==> src/rtl/seq_pattern_tx.sv <==
// Serial pattern transmitter: shifts a latched PAT_W-bit pattern out MSB-first,
// repeated a programmable number of times with an optional idle gap between repetitions.
module seq_pattern_tx #(
    parameter int PAT_W = 4,
    parameter int CNT_W = 8,
    parameter int GAP_W = 4
) (
    input  logic             clk,
    input  logic             rst,
    input  logic             start,
    input  logic             abort,
    input  logic [PAT_W-1:0] pattern,
    input  logic [CNT_W-1:0] reps,
    input  logic [GAP_W-1:0] gap,
    output logic             dout,
    output logic             dout_valid,
    output logic             last,
    output logic             busy,
    output logic             done
);

    localparam int BIT_W = (PAT_W > 1) ? $clog2(PAT_W) : 1;
    localparam logic [BIT_W-1:0] MSB_IDX = BIT_W'(PAT_W - 1);

    typedef enum logic [1:0] {IDLE, SHIFT, GAP, DONE} state_e;

    state_e           state_q, state_d;
    logic [PAT_W-1:0] pat_q, pat_d;
    logic [CNT_W-1:0] reps_q, reps_d;
    logic [GAP_W-1:0] gap_q, gap_d;
    logic [GAP_W-1:0] gcnt_q, gcnt_d;
    logic [BIT_W-1:0] bit_q, bit_d;
    logic             dout_q, dout_d;
    logic             dout_valid_q, dout_valid_d;
    logic             last_q, last_d;
    logic             busy_q, busy_d;
    logic             done_q, done_d;

    always_ff @(posedge clk) begin
        if (!rst) begin
            state_q      <= IDLE;
            pat_q        <= '0;
            reps_q       <= '0;
            gap_q        <= '0;
            gcnt_q       <= '0;
            bit_q        <= '0;
            dout_q       <= 1'b0;
            dout_valid_q <= 1'b0;
            last_q       <= 1'b0;
            busy_q       <= 1'b0;
            done_q       <= 1'b0;
        end else begin
            state_q      <= state_d;
            pat_q        <= pat_d;
            reps_q       <= reps_d;
            gap_q        <= gap_d;
            gcnt_q       <= gcnt_d;
            bit_q        <= bit_d;
            dout_q       <= dout_d;
            dout_valid_q <= dout_valid_d;
            last_q       <= last_d;
            busy_q       <= busy_d;
            done_q       <= done_d;
        end
    end

    // reps_q holds the repetitions still owed, including the one being shifted.
    always_comb begin
        state_d = state_q;
        pat_d   = pat_q;
        reps_d  = reps_q;
        gap_d   = gap_q;
        gcnt_d  = gcnt_q;
        bit_d   = bit_q;
        unique case (state_q)
            IDLE: begin
                if (start && !abort) begin
                    pat_d   = pattern;
                    reps_d  = reps;
                    gap_d   = gap;
                    bit_d   = MSB_IDX;
                    state_d = (reps == '0) ? DONE : SHIFT;
                end
            end
            SHIFT: begin
                if (abort) begin
                    state_d = IDLE;
                    pat_d   = '0;
                    reps_d  = '0;
                    gap_d   = '0;
                    gcnt_d  = '0;
                    bit_d   = '0;
                end else if (bit_q != '0) begin
                    bit_d = bit_q - 1'b1;
                end else begin
                    reps_d = reps_q - CNT_W'(1);
                    if (reps_q > CNT_W'(1)) begin
                        bit_d = MSB_IDX;
                        if (gap_q == '0) begin
                            state_d = SHIFT;
                        end else begin
                            state_d = GAP;
                            gcnt_d  = gap_q;
                        end
                    end else begin
                        state_d = DONE;
                    end
                end
            end
            GAP: begin
                if (abort) begin
                    state_d = IDLE;
                    pat_d   = '0;
                    reps_d  = '0;
                    gap_d   = '0;
                    gcnt_d  = '0;
                    bit_d   = '0;
                end else if (gcnt_q <= GAP_W'(1)) begin
                    state_d = SHIFT;
                    gcnt_d  = '0;
                    bit_d   = MSB_IDX;
                end else begin
                    gcnt_d = gcnt_q - GAP_W'(1);
                end
            end
            DONE: begin
                state_d = IDLE;
            end
            default: begin
                state_d = IDLE;
            end
        endcase
    end

    // Outputs are derived from the next state so they can be registered without lag.
    always_comb begin
        dout_d       = (state_d == SHIFT) ? pat_d[bit_d] : 1'b0;
        dout_valid_d = (state_d == SHIFT);
        last_d       = (state_d == SHIFT) && (bit_d == '0);
        busy_d       = (state_d == SHIFT) || (state_d == GAP);
        done_d       = (state_d == DONE);
    end

    assign dout       = dout_q;
    assign dout_valid = dout_valid_q;
    assign last       = last_q;
    assign busy       = busy_q;
    assign done       = done_q;

endmodule

==> config.mk <==
export PLATFORM = sky130hd
export DESIGN_NAME = seq_pattern_tx
export DESIGN_NICKNAME = d
export VERILOG_FILES = /design/src/rtl/seq_pattern_tx.sv
export SDC_FILE = /design/constraint.sdc
export NUM_CORES = 1
export LEC_CHECK = 0
export ABC_CLOCK_PERIOD_IN_PS = 2100
export CAP_MARGIN = 0
export CELL_PAD_IN_SITES_DETAIL_PLACEMENT = 2
export CELL_PAD_IN_SITES_GLOBAL_PLACEMENT = 2
export CORE_ASPECT_RATIO = 0.7
export CORE_MARGIN = 10
export CORE_UTILIZATION = 29
export CTS_CLUSTER_SIZE = 16
export DETAILED_ROUTE_END_ITERATION = 10
export PLACE_DENSITY = 0.77
export SYNTH_ARGS = -nofsm -noshare
export SYNTH_HDL_FRONTEND = slang
export SYNTH_SLANG_ARGS = --single-unit
==> constraint.sdc <==
create_clock -name clk -period 2.1 [get_ports clk]
set_input_delay 0.525 -clock clk [delete_from_list [all_inputs] [get_ports clk]]
set_output_delay 0.525 -clock clk [all_outputs]
set_load 0.005 [all_outputs]
-- Word-level counts from Yosys, hierarchy flattened
Index checks and enable logic that the tools add are counted.
W data, S select, Z words.
- flip-flop bits (word level): 29
- latch bits: 0
- bits in writable memories: 0
- ROM bits: 0
- input port bits: 20
- output and inout bits: 5
- logic and storage cells: 82
- memories: 0
- add/sub/neg operators: 3
- $mul: 0
- div/mod/pow operators: 0
- order comparisons: 3
- equal/unequal tests: 12
- shift-type cells: 0
- multiplexer cells: 36
- bitwise logic cells: 0
- reductions and logical operators: 17
- operators by type and width (kind ; number):
    $mux W4 ; 10
    $mux W8 ; 4
    $mux W2 ; 14
    $pmux W4 S2 ; 3
    $pmux W8 S3 ; 1
    $ne A3 B3 Y1 const B ; 3
    $eq A2 B2 Y1 const B ; 4
    $gt A8 B1 Y1 const B ; 1
    $logic_not A8 Y1 ; 1
    $pmux W2 S4 ; 1
    $reduce_and A4 Y1 ; 2
    $sub A8 B1 Y8 const B ; 1
    $pmux W2 S3 ; 1
    $reduce_bool A2 Y1 ; 3
    $eq A2 B1 Y1 const B ; 2
    $le A4 B1 Y1 const B ; 1
    $logic_not A2 Y1 ; 2
    $logic_not A4 Y1 ; 1
    $ne A2 B2 Y1 const B ; 2
    $sub A4 B1 Y4 const B ; 1
    $lt A2 B3 Y1 const B ; 1
    $reduce_and A3 Y1 ; 1
    $reduce_bool A3 Y1 ; 1
    $bmux W1 S2 ; 1
    8 further kinds ; 9

-- Logic depth before layout (Yosys ltp)
Gate-level depths: netlist of run 1.
- depth in word-level cells: 8
- mapped depth: 11
- gate-level depth less buffers: 11

-- Worst setup path after synthesis of run 1
OpenSTA, ideal clock, no wires.
- path type: reg2reg
- from: reg reps_q[0]
- to: reg dout_q, in the netlist dout
- setup time: 0.075 ns
- arrival: 2.087 ns
- required time: 2.025 ns
- slack: -0.062 ns
- stages on the path, launching flop included: 11
- clock period less this slack: 2.162 ns
- path through: dfxtp_1 > inv_1 > ha_1 > or2_1 > nand3_1 > a21boi_1 > o31ai_1 > ha_1 > nand2_1 > or3_1 > o22ai_1
- cells in the longest elaborated chain, start to end: 7
- RTL lines (element ; RTL line ; text):
    start: declaration ; 29 ; logic [CNT_W-1:0] reps_q, reps_d;
    start signal: assignment ; 55 ; reps_q <= reps_d;
    $gt A8 B1 Y1 ; 97 ; if (reps_q > CNT_W'(1)) begin
    $mux W2 ; 97 ;
    $mux W2 ; 93 ; end else if (bit_q != '0) begin
    $mux W2 ; 86 ; if (abort) begin
    $pmux W2 S4 ; 75 ; unique case (state_q)
    $eq A2 B1 Y1 ; n/a ;
    named net dout_valid_d ; 34 ; logic dout_valid_q, dout_valid_d;
    $reduce_and A2 Y1 (no line) ; n/a ;
    end signal: assignment ; 59 ; dout_q <= dout_d;
    end: declaration ; 33 ; logic dout_q, dout_d;
The timed path passes the listed nets, and every way through them passes these cells. The select of a mux whose other input is x is not followed.
A chain may end at the register's enable or synchronous reset.

-- Final worst setup path of run 1
- from: reg bit_q[0]
- to: reg dout_q, in the netlist dout
- cells in the longest elaborated chain, start to end: 6
- RTL lines (element ; RTL line ; text):
    start: declaration ; 32 ; logic [BIT_W-1:0] bit_q, bit_d;
    start signal: assignment ; 58 ; bit_q <= bit_d;
    $reduce_bool A2 Y1 ; 93 ;
    $mux W2 ; 93 ;
    $mux W2 ; 86 ;
    $pmux W2 S4 ; 75 ;
    $eq A2 B1 Y1 ; n/a ;
    named net dout_valid_d ; 34 ;
    $reduce_and A2 Y1 (no line) ; n/a ;
The timed path passes the listed nets, and every way through them passes these cells. The select of a mux whose other input is x is not followed.

==> out/qor.yml, run 1 <==
setup_path:
  critical_path_arrival_ns: 2.40
  critPathMaxStageDelay_ns: 0.38
  critPathKind: "reg2reg"
  worst-path-buf-inv: 0
  start_kind: "flip-flop"
  crit_family: "simple AND/OR/NAND/NOR gates"
  cp-end-kind: "flip-flop"
  cp_slowest_cell: "or2_2"
  critPathRequiredTime_ns: 2.33
  worstPathMaxFanout: 4
  crit_path_cell_trace: "or2_2 > nand3_1 > a21oi_2 > o31ai_2 > ha_2 > nand2_2 > or3_4 > o22ai_2"
yosys:
  synth_ff_type: "dfxtp_1"
  synth_area_leaders: "dfxtp_1 33%, ha_1 7.2%, nor2_1 6.0%, a21oi_1 4.0%, mux2i_1 4.0%"
  synth.cell_area_um2: 1740
  synth_enable_flop_cells: 0
  synth_cell_type_count: 51
  syn-num-nets: 242
  ys_warn_count: 0
  synth.largest_area_cell: "dfxtp_1"
  synth.avg_cell_area_um2: 8.23
  synth-seq-cells: 29
  ys_seq_area_share_pct: 33.3
  async_reset_ff_share_pct: 0
  yosys.area.top_type_share_pct: 33.3
  synthCells: 212
grt:
  grt_util_all_layers_pct: 18.3
  grt_first_pass_wirelength_um: 13800
  grt_pass1_vias: 2290
  grt_max_degree: 15
  gr-total-overflow: 0
  grt_antenna_before_repair: 0
timing:
  slew_headroom_pct: 72.4
  skew_ns: 0.00566
  finalMaxSlewViolations: 0
  finalSetupViolCount: 3
  layout_min_cycle_time_ns: 2.17
  setup-tns-final_ns: -0.0978
  rsz0062_at_grt: "yes"
  hold_slack_ns: 0.558
  finalHoldViolCount: 0
  fmax_mhz: 462
  worst_slew_pin_slew_ns: 0.411
  finalCritPeriodShare_pct: 103
  setup_ws_ns: -0.0661
detailed_routing:
  wl_per_cell_um: 25.1
  ant_nets: 0
  drt_iter0_drc: 133
  vias: 2026
  vias_per_cell: 5.54
  dr.pass1.iters: 4
  totalWireLength_um: 9180
  drc: 0
clocking:
  cts-htree-levels: 2
  max-clock-path-buffers: 2
  tritoncts: "yes"
  cts.sinks: 29
  clock_latency_ns: 0.30
  cts_made_buffers: 5
  clk_pin_slew_ns: 0.08
  hold_buffers: 0
  cts-root-buf: "clkbuf_8"
cells_and_area:
  final_layout_size_suffix_gt1_share_pct: 41.9
  nets: 320
  area_growth_pct: 60.8
  final_common_cell: "buf_4"
  mostFrequentLayoutCells: "52 x buf_4, 26 x nor2_1, 22 x dfxtp_1, 19 x clkdlybuf4s50_1, 12 x a21oi_1"
  antenna_cells: 0
  fin_area_um2: 2810
pwr:
  finalPower_mw: 4.86
  power_density_nw_per_um2: 1730
  peakVddDrop_v: 0.000589
  p_leak_nw: 1.16
floorplan:
  dieArea_um2: 9570
  fp.dieH_um: 84.9
  rows: 23
  design.core.area_um2: 5780
  initial_core_util_pct: 30.2
  io_pins: 25
  die_x_um: 113
placement:
  pre_cts_slack_ns: -0.559
  place_area_um2: 2440
  port_buffers: 24
  place_congestion: 0.905
  dp_hpwl_um: 5340
flow_run:
  maxCapViolations: 0
outcome:
  violations: "setup timing"
  status: "complete, but fails checks"
min_path:
  min_path_type: "reg2reg"
[per-layer routing]
layer / GRT usage (%) / vias to the layer above / routed length, µm
li1: - / 912 / -
met1: 21.2 / 1044 / 3930
met2: 31.1 / 50 / 4680
met3: 4.29 / 20 / 299
met4: 8.62 / 0 / 263
met5: 0 / - / 0
[final cells by class]
cell class	count	area (µm²)
Multi-Input combinational cell	161	1300
Timing Repair Buffer	77	647
Tap cell	75	93.8
Clock inverter	1	5.00
Fill cell	612	2980
Sequential cell	29	594
Inverter	16	70.1
Clock buffer	7	96.3
[registers in the layout, summed over array words and instances (netlist names)]
register    count
state_q         2
done            1
gap_q           4
pat_q           4
last            1
dout_valid      1
bit_q           2
dout            1
gcnt_q          4
reps_q          8
busy            1
[kinds of logic (layout without fill, tap and decap cells)]
kind of cell | count (synthesis) | after routing | synth area share [%]
DFF | 29 | 29 | 33.3
and+or+nand+nor | 84 | 84 | 26.1
adders and majority gates | 10 | 10 | 7.17
xor gates and xnor gates | 2 | 2 | 1.00
AOI/OAI and AO/OA | 58 | 58 | 23.5
muxes | 7 | 7 | 4.02
buffers and inverters | 22 | 101 | 4.88
[metrics by stage]
stage	util [%]	std cells
after floorplan	-	212
after global placement	42.2	356
after detailed placement	42.2	356
after CTS	46.5	366
after global routing	48.5	366
final	48.5	366
[worst min-delay path, stage by stage (launching register included)]
cell,delay (ns)
dfxtp_2,0.37
mux2i_1,0.08
nor2_1,0.07
[power breakdown]
part	internal, mW	switching, mW
combinational	1.55	1.80
sequential	0.748	0.203
clock	0.297	0.262
[final timing paths]
path / from / to / slack, ns / cells past startpoint
hold / removal: gap_q[0]$_SDFFE_PN0P_ / gap_q[0]$_SDFFE_PN0P_ / 0.56 / 2
setup reg to reg: bit_q[0]$_SDFF_PN0_ / dout$_SDFF_PN0_ / -0.07 / 8
setup / recovery: bit_q[0]$_SDFF_PN0_ / dout$_SDFF_PN0_ / -0.07 / 8
hold reg to reg: gap_q[0]$_SDFFE_PN0P_ / gap_q[0]$_SDFFE_PN0P_ / 0.56 / 2
[cells in the mapped netlist, types with 2 or more instances]
library cell / instances
nor3b_1: 2
a31o_1: 3
o21ai_0: 4
dfxtp_1: 29
nor2_1: 28
ha_1: 10
o22ai_1: 3
or4_4: 2
or2_1: 2
a21oi_1: 14
a221o_1: 2
o21a_1: 2
nor3_1: 3
nor4_1: 4
mux2i_1: 7
nand2_1: 9
clkbuf_1: 4
nand2b_1: 3
nand3_1: 5
o21ai_1: 6
or3_1: 4
a22o_1: 4
a211oi_1: 6
nor2b_1: 9
inv_1: 15
and2_1: 7
[timing repair]
action / CTS / global route
buffers inserted: 2 / 1
pin swaps: 7 / 13
gates resized for setup: 38 / 37
gates cloned: 0 / 0
endpoints found under the setup margin: 13 / 17
No activity file was read; power rests on OpenSTA's default activity.
==> run 2, diff against run 1 <==
Settings changed: CTS_CLUSTER_DIAMETER set to 100.
==> results of run 2 <==
The final DEF is identical to that of run 1; final timing and power are the same.
